$ cat src/rtl/div_monitor.sv
// Divided-clock monitor: measures high/low phase lengths of din, reports each
// complete period with a one-cycle strobe, tracks lock and flags sticky errors.
//
// state  | meaning
// -------+-----------------------------------------------------------------
// S_IDLE | waiting for a rising edge; any partial phase is discarded
// S_HIGH | din high, hi_cnt counting the high phase
// S_LOW  | din low, lo_cnt counting; next rise closes and reports the period
module div_monitor #(
    parameter int CNT_W    = 8,
    parameter int LOCK_CNT = 3
) (
    input  logic             clk,
    input  logic             rst,
    input  logic             din,
    input  logic             clear,
    output logic             valid,
    output logic [CNT_W-1:0] high_len,
    output logic [CNT_W-1:0] low_len,
    output logic [CNT_W:0]   period,
    output logic             locked,
    output logic             err_unlock,
    output logic             err_ovf
);

    localparam int                 MATCH_W   = (LOCK_CNT < 1) ? 1 : $clog2(LOCK_CNT + 1);
    localparam logic [MATCH_W-1:0] MATCH_TGT = MATCH_W'(LOCK_CNT);
    localparam logic [CNT_W-1:0]   CNT_MAX   = '1;
    localparam logic [CNT_W-1:0]   CNT_ONE   = CNT_W'(1);

    typedef enum logic [1:0] {
        S_IDLE,
        S_HIGH,
        S_LOW
    } state_t;

    state_t             state;
    state_t             state_d;
    logic               din_q;
    logic               rise;
    logic               fall;
    logic [CNT_W-1:0]   hi_cnt;
    logic [CNT_W-1:0]   hi_cnt_d;
    logic [CNT_W-1:0]   lo_cnt;
    logic [CNT_W-1:0]   lo_cnt_d;
    logic               report;
    logic               ovf;
    logic               prev_vld;
    logic               same_len;
    logic [MATCH_W-1:0] match_cnt;
    logic [MATCH_W-1:0] match_nx;

    assign rise = din & ~din_q;
    assign fall = ~din & din_q;

    always_ff @(posedge clk or negedge rst) begin
        if (!rst) begin
            state <= S_IDLE;
        end else begin
            state <= state_d;
        end
    end

    always_comb begin
        state_d  = state;
        hi_cnt_d = hi_cnt;
        lo_cnt_d = lo_cnt;
        report   = 1'b0;
        ovf      = 1'b0;
        if (clear) begin
            state_d = S_IDLE;
        end else begin
            case (state)
                S_IDLE: begin
                    if (rise) begin
                        state_d  = S_HIGH;
                        hi_cnt_d = CNT_ONE;
                    end
                end
                S_HIGH: begin
                    if (fall) begin
                        state_d  = S_LOW;
                        lo_cnt_d = CNT_ONE;
                    end else if (hi_cnt == CNT_MAX) begin
                        ovf     = 1'b1;
                        state_d = S_IDLE;
                    end else begin
                        hi_cnt_d = hi_cnt + CNT_ONE;
                    end
                end
                S_LOW: begin
                    if (rise) begin
                        report   = 1'b1;
                        state_d  = S_HIGH;
                        hi_cnt_d = CNT_ONE;
                    end else if (lo_cnt == CNT_MAX) begin
                        ovf     = 1'b1;
                        state_d = S_IDLE;
                    end else begin
                        lo_cnt_d = lo_cnt + CNT_ONE;
                    end
                end
                default: state_d = S_IDLE;
            endcase
        end
    end

    // The reported lengths double as the previous-period reference; prev_vld
    // says whether they are a valid predecessor (not after reset/clear/overflow).
    assign same_len = prev_vld && (hi_cnt == high_len) && (lo_cnt == low_len);

    always_comb begin
        match_nx = '0;
        if (same_len) begin
            match_nx = (match_cnt == MATCH_TGT) ? match_cnt : match_cnt + MATCH_W'(1);
        end
    end

    always_ff @(posedge clk or negedge rst) begin
        if (!rst) begin
            din_q      <= 1'b1;
            hi_cnt     <= '0;
            lo_cnt     <= '0;
            valid      <= 1'b0;
            high_len   <= '0;
            low_len    <= '0;
            period     <= '0;
            locked     <= 1'b0;
            err_unlock <= 1'b0;
            err_ovf    <= 1'b0;
            prev_vld   <= 1'b0;
            match_cnt  <= '0;
        end else begin
            din_q  <= din;
            hi_cnt <= hi_cnt_d;
            lo_cnt <= lo_cnt_d;
            valid  <= 1'b0;
            if (clear) begin
                locked     <= 1'b0;
                err_unlock <= 1'b0;
                err_ovf    <= 1'b0;
                prev_vld   <= 1'b0;
                match_cnt  <= '0;
            end else if (ovf) begin
                locked    <= 1'b0;
                err_ovf   <= 1'b1;
                prev_vld  <= 1'b0;
                match_cnt <= '0;
            end else if (report) begin
                valid     <= 1'b1;
                high_len  <= hi_cnt;
                low_len   <= lo_cnt;
                period    <= {1'b0, hi_cnt} + {1'b0, lo_cnt};
                prev_vld  <= 1'b1;
                match_cnt <= match_nx;
                locked    <= (match_nx == MATCH_TGT);
                if (prev_vld && !same_len && locked) begin
                    err_unlock <= 1'b1;
                end
            end
        end
    end

endmodule
$ cat config.mk
export PLATFORM = sky130hd
export DESIGN_NAME = div_monitor
export DESIGN_NICKNAME = d
export VERILOG_FILES = /design/src/rtl/div_monitor.sv
export SDC_FILE = /design/constraint.sdc
export NUM_CORES = 1
export LEC_CHECK = 0
export CAP_MARGIN = 20
export CELL_PAD_IN_SITES_DETAIL_PLACEMENT = 0
export CELL_PAD_IN_SITES_GLOBAL_PLACEMENT = 1
export CORE_ASPECT_RATIO = 1.5
export CORE_MARGIN = 3
export CORE_UTILIZATION = 44
export CTS_CLUSTER_SIZE = 8
export DETAILED_ROUTE_END_ITERATION = 10
export GPL_TIMING_DRIVEN = 1
export PLACE_DENSITY_LB_ADDON = 0.1
export SYNTH_ARGS = -nofsm -noshare
export SYNTH_HDL_FRONTEND = slang
export SYNTH_SLANG_ARGS = --single-unit
$ cat constraint.sdc
create_clock -name clk -period 2.68 [get_ports clk]
set_input_delay 0.268 -clock clk [delete_from_list [all_inputs] [get_ports clk]]
set_output_delay 0.268 -clock clk [all_outputs]
set_load 0.03 [all_outputs]
==> impl_results.md, run 1 <==
* Worst R2R Path Depth at 7
* Leakage power at 0.00150 µW
* Post-synthesis async set-or-reset flop share at 100%
* GRT Total Usage at 18.5%
* Initial drt markers at 117
* Drt pass-1 iters at 4
* Initial antenna violation count at 0
* EDFF count, synth at 0
* Ys Warns at 0
* # clock sinks at 51
* Unrepaired setup endpoints after global routing: no
* Die X-Extent at 72.4 µm
* Layout cells sized above 1 at 14.6%
* Grt ovf at 0
* Wire per inst at 16.7 µm
* Post-route setup TNS at 0 ns
* Worst Hold Class: input pin to asynchronous set/reset pin
* Placed cells at 375
* Pin count of the biggest net entering global routing at 34
* Fin. Hold Viols at 0
* Global-route wire length before repair at 11.0 mm
* Clock tree from TritonCTS: built
* Synthesized area per cell at 10.7 µm²
* DRC Markers at 0
* Post-synth top flop: dfrtp_1
* Post-route non-filler standard cell count at 383
* CP Launch Type: register
* R2R Setup Slk at 0.48 ns
* Tcrit/Tclk final at 82.0%
* P&R area growth vs syn at 18.2%
* Post-CTS sizing at 0
* Post-place setup slack at 0.379 ns
* Filler cells at 569
* Die area at 7640 µm²
* Max Clock Freq at 0.455 GHz
* Worst VDD drop at 0.000384 V
* Vias/cell at 5.56
* Worst-Skew Late Latency at 0.31 ns
* Minimum clock period at 2.20 ns
* Critical Path RT at 2.86 ns
* CORE AREA at 6260 µm²
* Crit path kind: register to register
* Outcome: complete, no violations
* CP Max Fanout at 7
* DR vias at 2128
* Die Ht at 106 µm
* Critical R2R Capture: period[8]
* Worst Skew at 0.00897 ns
* Critical path capture point type: register
* Clock Tree Root: clkbuf_8
* Final setup viols at 0
* WP data arrival at 2.38 ns
* Post-CTS Setup Inserts at 0
* Num rows at 35
* Final GP Congestion at 0.842
* Synthesized Nets at 291
* CTS buffer count at 5
* Post-Route WL at 6.40 mm
* Post-DP HPWL at 4.76 mm
* Initial Util at 46.5%
* ANT nets after route at 0
* Slew Viols, Final at 0
* Max cap viols at 0
* Post-synthesis cell type count at 50
* Measured slew at the worst slew-check pin at 0.751 ns
* Clock Path Buffers at 2
* Pwr Density at 591 nW/µm²
* Total power at 2030 µW
* Seq cells post-synth at 51
* Hold_buf cts at 0
* Layout Nets at 327
* H-tree depth at 2
* Mapped cell area at 2910 µm²
* Ant diodes at 0
* Clock slew seen by the registers of the worst setup and hold paths at 0.10 ns
* Post-synthesis sequential area ratio at 43.9%
* Synth Instances at 272
* Max-Slew Margin vs Limit at 49.9%
* Vias in the first global route at 2104
* I/O Pins at 33
* R2R Path Start: hi_cnt[0]
* Port bufs at 32
* Worst setup margin at 0.482 ns
[cell families after synthesis]
kind of cell	count (synthesis)	synth area share, %
flip-flops	51	43.9
AND/OR/NAND/NOR	78	14.2
buffers and inverters	18	3.01
multiplexers	24	11.7
AO/OA/AOI/OAI	66	14.4
XOR/XNOR	20	6.02
adder cells (fa/ha/maj)	15	6.71
[per-layer routing]
layer / up-vias / global-route usage, % / wire (µm)
li1: 1047 / - / -
met1: 1029 / 24.6 / 2860
met2: 39 / 29.2 / 3120
met3: 13 / 2.86 / 176
met4: 0 / 8.44 / 242
met5: - / 0 / 0
[cell usage after synthesis, types with 2 or more instances]
library cell   n  area (µm²)
dfrtp_1       50        1250
o21ai_0       23         115
mux2_4        20         300
nor2_1        18        67.6
nand2_1       16        60.1
xnor2_1       16         140
ha_1          14         175
a21oi_1       13        65.1
o31ai_1        8        60.1
inv_1          7        26.3
nand2b_1       6        37.5
nand3_1        6        30.0
and2_1         5        31.3
and3_1         5        31.3
buf_2          4        20.0
clkbuf_1       4        15.0
nand4_1        4        25.0
nor2b_1        4        25.0
xor2_1         4        35.0
a31oi_1        3        18.8
mux2i_1        3        30.0
o21a_1         3        22.5
a211oi_1       2        15.0
a21o_1         2        15.0
buf_6          2        22.5
nor3_1         2        10.0
o211ai_1       2        15.0
o22ai_1        2        12.5
o41ai_1        2        17.5
or2_2          2        12.5
[cell usage in the layout (no fill, tap or decap), types with 3 or more instances in the layout]
cell type	netlist	routed
inv_1	7	7
xnor2_1	16	16
a21oi_1	13	13
and3_1	5	5
a31oi_1	3	3
nand3_1	6	6
mux2i_1	3	3
o31ai_1	8	8
nand2_1	16	16
buf_4	0	8
xor2_1	4	4
o21a_1	3	3
clkdlybuf4s50_1	0	31
clkbuf_8	0	5
o21ai_0	23	23
nand4_1	4	4
mux2_4	20	20
nand2b_1	6	6
dfrtp_1	50	50
ha_1	14	14
nor2_1	18	18
nor2b_1	4	4
and2_1	5	5
[final cells by class]
cell class | count | area (µm²) | area share, %
multi-input cells | 203 | 1550 | 45.1
flip-flops and latches | 51 | 1280 | 37.2
repair buffers | 40 | 375 | 10.9
well taps | 74 | 92.6 | 2.69
clock buffers | 5 | 68.8 | 2.00
clock inverters | 3 | 47.5 | 1.38
inverters | 7 | 26.3 | 0.764
[report_power, final]
group          leakage, µW  internal [µW]  switching [µW]
clock            0.0000587            284             282
sequential        0.000692            831            86.9
combinational     0.000750            243             306
[worst max-delay path: stages, from the launching register on]
cell and delay (ns):
dfrtp_1 0.49, ha_1 0.28, fa_1 0.43, a211oi_1 0.24, nor2_1 0.11, o31a_1 0.26, o21ai_0 0.17, a31oi_1 0.10
[registers in the layout, indices dropped and copies added (netlist names)]
signal / cells
hi_cnt: 8
lo_cnt: 8
high_len: 8
state: 2
din_q: 1
prev_vld: 1
locked: 1
err_ovf: 1
period: 9
err_unlock: 1
valid: 1
low_len: 8
match_cnt: 2
[worst max path at each step]
stage	from	to	slack (ns)	cells after the start
after floorplan	hi_cnt[0]	period[8]	0.72	7
after global placement	din	low_len[7]	0.42	6
after detailed placement	din	low_len[7]	0.38	6
after global routing	hi_cnt[0]	low_len[2]	0.32	6
after CTS	hi_cnt[0]	period[8]	0.47	7
final	hi_cnt[0]	period[8]	0.48	7
[through the flow]
stage / instance area, µm² / utilization [%] / hold slack (ns)
floorplan: 2910 / - / -0.0276
global placement: 3320 / 53.0 / 0.369
detailed placement: 3320 / 53.0 / 0.388
CTS: 3440 / 54.9 / 0.0414
global route: 3440 / 54.9 / 0.0646
finish: 3440 / 54.9 / 0.0137
Note: power is estimated with default switching activity, not from simulation.
==> inputs of run 2 (changes only) <==
==> constraint.sdc (replaced) <==
create_clock -name clk -period 2.2 [get_ports clk]
set_input_delay 0.22 -clock clk [delete_from_list [all_inputs] [get_ports clk]]
set_output_delay 0.22 -clock clk [all_outputs]
set_load 0.03 [all_outputs]
==> impl_results.md, run 2 (synthesis gave the netlist of run 1 again) <==
* WP data arrival at 2.26 ns (was 2.38 ns)
* CTS buffer count at 5 (unchanged)
* Final GP Congestion at 0.851 (was 0.842)
* Worst-Skew Late Latency at 0.31 ns (about the same)
* Crit path kind: register to register (unchanged)
* Port bufs at 32 (unchanged)
* Ant diodes at 0 (unchanged)
* Num rows at 35 (unchanged)
* R2R Setup Slk at 0.13 ns (was 0.48 ns)
* CORE AREA at 6260 µm² (unchanged)
* R2R Path Start: hi_cnt[0] (unchanged)
* Leakage power at 0.00155 µW (was 0.00150 µW)
* Outcome: complete, no violations (unchanged)
* Wire per inst at 16.1 µm (was 16.7 µm)
* Clock tree from TritonCTS: built (unchanged)
* Post-CTS Setup Inserts at 0 (unchanged)
* DR vias at 2174 (was 2128)
* Vias in the first global route at 2221 (was 2104)
* Critical path capture point type: register (unchanged)
* Layout cells sized above 1 at 17.8% (was 14.6%)
* Clock slew seen by the registers of the worst setup and hold paths at 0.10 ns (about the same)
* Max cap viols at 0 (unchanged)
* Worst Skew at 0.0117 ns (was 0.00897 ns)
* ANT nets after route at 0 (unchanged)
* Max Clock Freq at 0.483 GHz (was 0.455 GHz)
* Clock Tree Root: clkbuf_8 (unchanged)
* Global-route wire length before repair at 11.1 mm (was 11.0 mm)
* Die Ht at 106 µm (unchanged)
* CP Max Fanout at 4 (was 7)
* Worst R2R Path Depth at 7 (unchanged)
* P&R area growth vs syn at 21.1% (was 18.2%)
* Worst Hold Class: input pin to asynchronous set/reset pin (unchanged)
* Slew Viols, Final at 0 (unchanged)
* Max-Slew Margin vs Limit at 56.8% (was 49.9%)
* Unrepaired setup endpoints after global routing: no (unchanged)
* Vias/cell at 5.50 (was 5.56)
* Filler cells at 577 (was 569)
* Clock Path Buffers at 2 (unchanged)
* Tcrit/Tclk final at 94.2% (was 82.0%)
* Post-Route WL at 6.35 mm (was 6.40 mm)
* Area after DPL at 3420 µm² (was 3320 µm²)
* Final setup viols at 0 (unchanged)
* Critical R2R Capture: period[8] (unchanged)
* H-tree depth at 2 (unchanged)
* Post-place setup slack at 0.122 ns (was 0.379 ns)
* Grt ovf at 0 (unchanged)
* Worst setup margin at 0.128 ns (was 0.482 ns)
* Most common cell after layout, fill and taps aside: dfrtp_1 (unchanged)
* Most flop-heavy register: period (unchanged)
* Minimum clock period at 2.07 ns (was 2.20 ns)
* Post-DP HPWL at 4.78 mm (was 4.76 mm)
* Total power at 2390 µW (was 2030 µW)
* Layout Nets at 339 (was 327)
* Worst VDD drop at 0.000452 V (was 0.000384 V)
* GRT Total Usage at 18.5% (about the same)
* Measured slew at the worst slew-check pin at 0.648 ns (was 0.751 ns)
* Pwr Density at 677 nW/µm² (was 591 nW/µm²)
* Die area at 7640 µm² (unchanged)
* Drt pass-1 iters at 4 (unchanged)
* Initial antenna violation count at 0 (unchanged)
* Pin count of the biggest net entering global routing at 52 (was 34)
* DRC Markers at 0 (unchanged)
* Die X-Extent at 72.4 µm (unchanged)
* Critical Path RT at 2.39 ns (was 2.86 ns)
* I/O Pins at 33 (unchanged)
* Final instance area at 3520 µm² (was 3440 µm²)
* Largest register FFs at 9 (unchanged)
* Initial Util at 46.5% (unchanged)
* Most frequent cells in the layout: dfrtp_1 (50), clkdlybuf4s50_1 (31), o21ai_0 (23) (unchanged)
* CP Launch Type: register (unchanged)
* Fin. Hold Viols at 0 (unchanged)
* # clock sinks at 51 (unchanged)
* Initial drt markers at 107 (was 117)
* Post-route setup TNS at 0 ns (unchanged)
==> run 2: cell count changes in the layout (fill, tap and decap cells not counted) <==
cell and delta:
clkinv_4 -1, clkinv_2 +1, bufinv_16 -1, buf_4 +11
nor4_4 +1, nor4_2 -1, clkinvlp_4 +2, inv_6 -1
buf_12 +1
==> run 2: where the power goes <==
part,internal [µW],switching [µW]
sequential,1010,84.9
clock,222,329
combinational,331,406
total,1570,820
==> run 2: critical path, stage by stage (launching register included) <==
cell and delay, ns:
dfrtp_1 0.42, ha_1 0.24, fa_1 0.42, a211oi_1 0.26, nor2_1 0.12, o31a_1 0.26
o21ai_0 0.15, a31oi_1 0.10
==> run 2: how the worst max path moves through the flow <==
stage | startpoint | cells after the start | end | slack [ns]
finish | hi_cnt[0] | 7 | period[8] | 0.13
global route | hi_cnt[0] | 7 | period[6] | 0.008
CTS | hi_cnt[1] | 6 | low_len[0] | 0.09
detailed placement | hi_cnt[1] | 6 | high_len[1] | 0.12
global placement | hi_cnt[1] | 6 | low_len[6] | 0.16
floorplan | hi_cnt[0] | 7 | period[8] | 0.24
==> run 2: final cells by class <==
| cell class | instances | area [µm²] | share of cell area, % |
|---|---|---|---|
| clock inverters | 3 | 20.0 | 0.568 |
| inverters | 7 | 26.3 | 0.746 |
| repair buffers | 52 | 478 | 13.6 |
| well taps | 74 | 92.6 | 2.63 |
| multi-input cells | 203 | 1560 | 44.3 |
| flip-flops and latches | 51 | 1280 | 36.3 |
| clock buffers | 5 | 68.8 | 1.95 |
==> run 2: what timing repair did <==
action                     4_1_cts  5_1_grt
setup endpoints to repair        0       21
resized for setup                0        1
hold buffers                     0        0
==> run 2: through the flow <==
stage | hold slack (ns) | util [%] | cells
final | 0.0162 | 56.2 | 395
after global routing | 0.0638 | 56.2 | 395
after CTS | 0.0412 | 56.1 | 395
after detailed placement | 0.379 | 54.7 | 387
after global placement | 0.373 | 54.7 | 387
after floorplan | -0.0756 | - | 272
==> run 2: metal layers <==
| layer | share of wire [%] | global-route usage, % |
|---|---|---|
| met5 | 0 | 0 |
| met1 | 45 | 24.1 |
| met2 | 48 | 28.9 |
| met3 | 2.4 | 2.77 |
| met4 | 5.1 | 10.3 |
==> inputs of run 3 (changes only) <==
==> config.mk (replaced) <==
export PLATFORM = sky130hd
export DESIGN_NAME = div_monitor
export DESIGN_NICKNAME = d
export VERILOG_FILES = /design/src/rtl/div_monitor.sv
export SDC_FILE = /design/constraint.sdc
export NUM_CORES = 1
export LEC_CHECK = 0
export CAP_MARGIN = 20
export CORE_ASPECT_RATIO = 1.5
export CORE_MARGIN = 3
export CORE_UTILIZATION = 45
export CTS_CLUSTER_SIZE = 8
export DETAILED_ROUTE_END_ITERATION = 10
export GPL_TIMING_DRIVEN = 1
export PLACE_DENSITY = 0.66
export SYNTH_ARGS = -nofsm -noshare
export SYNTH_HDL_FRONTEND = slang
export SYNTH_SLANG_ARGS = --single-unit
==> impl_results.md, run 3 (synthesis gave the netlist of run 1 again) <==
* Outcome: complete, no violations (unchanged)
* R2R Path Start: hi_cnt[1] (was hi_cnt[0])
* CP Launch Type: register (unchanged)
* CP Cell Sequence: ha_1, nand3_2, nor4_4, nor3_4, buf_12, mux2_4 (was ha_1, fa_1, a211oi_1, nor2_1, o31a_1, o21ai_0, a31oi_1)
* Final GP Congestion at 0.786 (was 0.851)
* Port bufs at 32 (unchanged)
* P&R area growth vs syn at 22.9% (was 21.1%)
* CORE AREA at 6220 µm² (was 6260 µm²)
* Filler cells at 568 (was 577)
* Placed cells at 390 (was 387)
* DRC Markers at 0 (unchanged)
* # clock sinks at 51 (unchanged)
* Leakage power at 0.00158 µW (was 0.00155 µW)
* Measured slew at the worst slew-check pin at 0.592 ns (was 0.648 ns)
* Clock share of power at 22.3% (was 23.1%)
* Global-route wire length before repair at 10.7 mm (was 11.1 mm)
* Worst R2R Path Depth at 6 (was 7)
* Switching part of the total at 33.5% (was 34.4%)
* GRT Total Usage at 18.1% (was 18.5%)
* Hold Crit Depth at 1
* H-tree depth at 2 (unchanged)
* Vias in the first global route at 2190 (was 2221)
* Initial Util at 46.8% (was 46.5%)
* Pwr Density at 661 nW/µm² (was 677 nW/µm²)
* Post-place setup slack at 0.0868 ns (was 0.122 ns)
* Grt ovf at 0 (unchanged)
* Die area at 7490 µm² (was 7640 µm²)
* Crit path kind: register to register (unchanged)
* Most common cell after layout, fill and taps aside: dfrtp_1 (unchanged)
* Tcrit/Tclk final at 93.4% (was 94.2%)
* CP Max Fanout at 13 (was 4)
* Combinational cell fraction of total power at 31.1% (was 30.9%)
* Seq. cell area at 1280 µm² (unchanged)
* Max Clock Freq at 0.487 GHz (was 0.483 GHz)
* Worst Hold Class: input pin to register (was input pin to asynchronous set/reset pin)
* Most frequent cells in the layout: dfrtp_1 (50), clkdlybuf4s50_1 (31), o21ai_0 (23) (unchanged)
* Final setup viols at 0 (unchanged)
* Unrepaired setup endpoints after global routing: no (unchanged)
* Fin. Hold Viols at 0 (unchanged)
* Critical path capture point type: register (unchanged)
* Initial antenna violation count at 0 (unchanged)
* Cell family with most CP delay: simple AND/OR/NAND/NOR gates (was compound AO/OA/AOI/OAI gates)
* Num rows at 35 (unchanged)
* Post-Route WL at 6.38 mm (was 6.35 mm)
* Largest register FFs at 9 (unchanged)
* Internal at 1570 µW (about the same)
* Slowest cell on the critical path: dfrtp_1 (unchanged)
* Clock Path Buffers at 2 (unchanged)
* Beginning of the worst hold path: din
* Layout cells sized above 1 at 18.2% (was 17.8%)
* DR vias at 2202 (was 2174)
* Clock Tree Root: clkbuf_8 (unchanged)
* Ant diodes at 0 (unchanged)
* Clock tree from TritonCTS: built (unchanged)
* Most flop-heavy register: period (unchanged)
* Wire per inst at 16.0 µm (was 16.1 µm)
* Max cap viols at 0 (unchanged)
* Post-route non-filler standard cell count at 399 (was 395)
* I/O Pins at 33 (unchanged)
* Max-Slew Margin vs Limit at 60.5% (was 56.8%)
* Footprint of the multi-input gates at 1560 µm² (about the same)
* WP buf/inv at 1 (was 0)
* Post-DP HPWL at 4.95 mm (was 4.78 mm)
* Min-Delay Endpoint: din_q
* Sw power at 793 µW (was 820 µW)
* R2R Setup Slk at 0.15 ns (was 0.13 ns)
* Worst Skew at 0.00558 ns (was 0.0117 ns)
* Total power at 2360 µW (was 2390 µW)
* Worst VDD drop at 0.000350 V (was 0.000452 V)
* Worst-Skew Late Latency at 0.31 ns (about the same)
* Drt pass-1 iters at 4 (unchanged)
* Worst setup margin at 0.146 ns (was 0.128 ns)
* Pin count of the biggest net entering global routing at 27 (was 52)
* Sequential power share at 46.6% (was 46.0%)
* Layout Nets at 343 (was 339)
* Die X-Extent at 71.7 µm (was 72.4 µm)
* CP startpoint: hi_cnt[1] (was hi_cnt[0])
* WP data arrival at 2.25 ns (was 2.26 ns)
* Critical R2R Capture: low_len[6] (was period[8])
* Vias/cell at 5.52 (was 5.50)
* Clock slew seen by the registers of the worst setup and hold paths at 0.09 ns (was 0.10 ns)
* ANT nets after route at 0 (unchanged)
* Post-CTS Setup Inserts at 0 (unchanged)
* CP Depth at 6 (was 7)
* Post-route setup TNS at 0 ns (unchanged)
* Slew Viols, Final at 0 (unchanged)
* Minimum clock period at 2.05 ns (was 2.07 ns)
* CTS buffer count at 5 (unchanged)
* Max incr delay on CP at 0.53 ns (was 0.42 ns)
* Initial drt markers at 106 (was 107)
* Critical Path RT at 2.40 ns (was 2.39 ns)
* Die Ht at 104 µm (was 106 µm)
-- run 3: cell count changes in the layout (fill, tap and decap cells not counted) --
cell           before  now
fa_1                1    0
fa_2                0    1
dlygate4sd3_1       0    1
buf_4              19   20
buf_12              1    3
clkbuf_1            0    2
clkinvlp_4          2    0
-- run 3: worst max-delay path by stage --
stage / endpoint
global route: period[8]
finish: low_len[6]
global placement: period[8]
floorplan: period[8]
CTS: low_len[6]
detailed placement: low_len[6]
-- run 3: stage by stage --
stage	hold WS [ns]	utilization, %	cell area [µm²]
detailed placement	0.261	55.8	3470
global route	0.400	57.5	3570
finish	0.389	57.5	3570
CTS	0.374	57.3	3560
floorplan	-0.0756	-	2910
global placement	0.265	55.8	3470
-- run 3: power by group through the flow --
stage          sequential (µW)  clock, µW  combinational [µW]
6_report                  1100        526                 736
5_1_grt                   1120        587                 812
4_1_cts                   1100        545                 739
3_5_place_dp              1120          0                 738
3_3_place_gp              1120          0                 724
2_1_floorplan             1180          0                 390
-- run 3: cell type report --
cell class / count / share of cell area (%)
Clock buffer: 7 / 2.14
Multi-Input combinational cell: 203 / 43.7
Clock inverter: 1 / 0.140
Sequential cell: 51 / 35.7
Tap cell: 74 / 2.59
Inverter: 7 / 0.735
Timing Repair Buffer: 56 / 15.0
-- run 3: timing repair --
item,CTS,global route
hold buffers,1,0
hold endpoints to repair,25,0
gates resized for setup,0,2
setup endpoints to repair,0,19
-- run 3: metal layers --
metal  vias up  part of all wire, %  GRT usage (%)
li1       1079                    -              -
met4         0                  2.0           6.85
met1      1080                   43           23.5
met2        35                   52           29.5
met3         8                  2.6           3.19
met5         -                    0              0
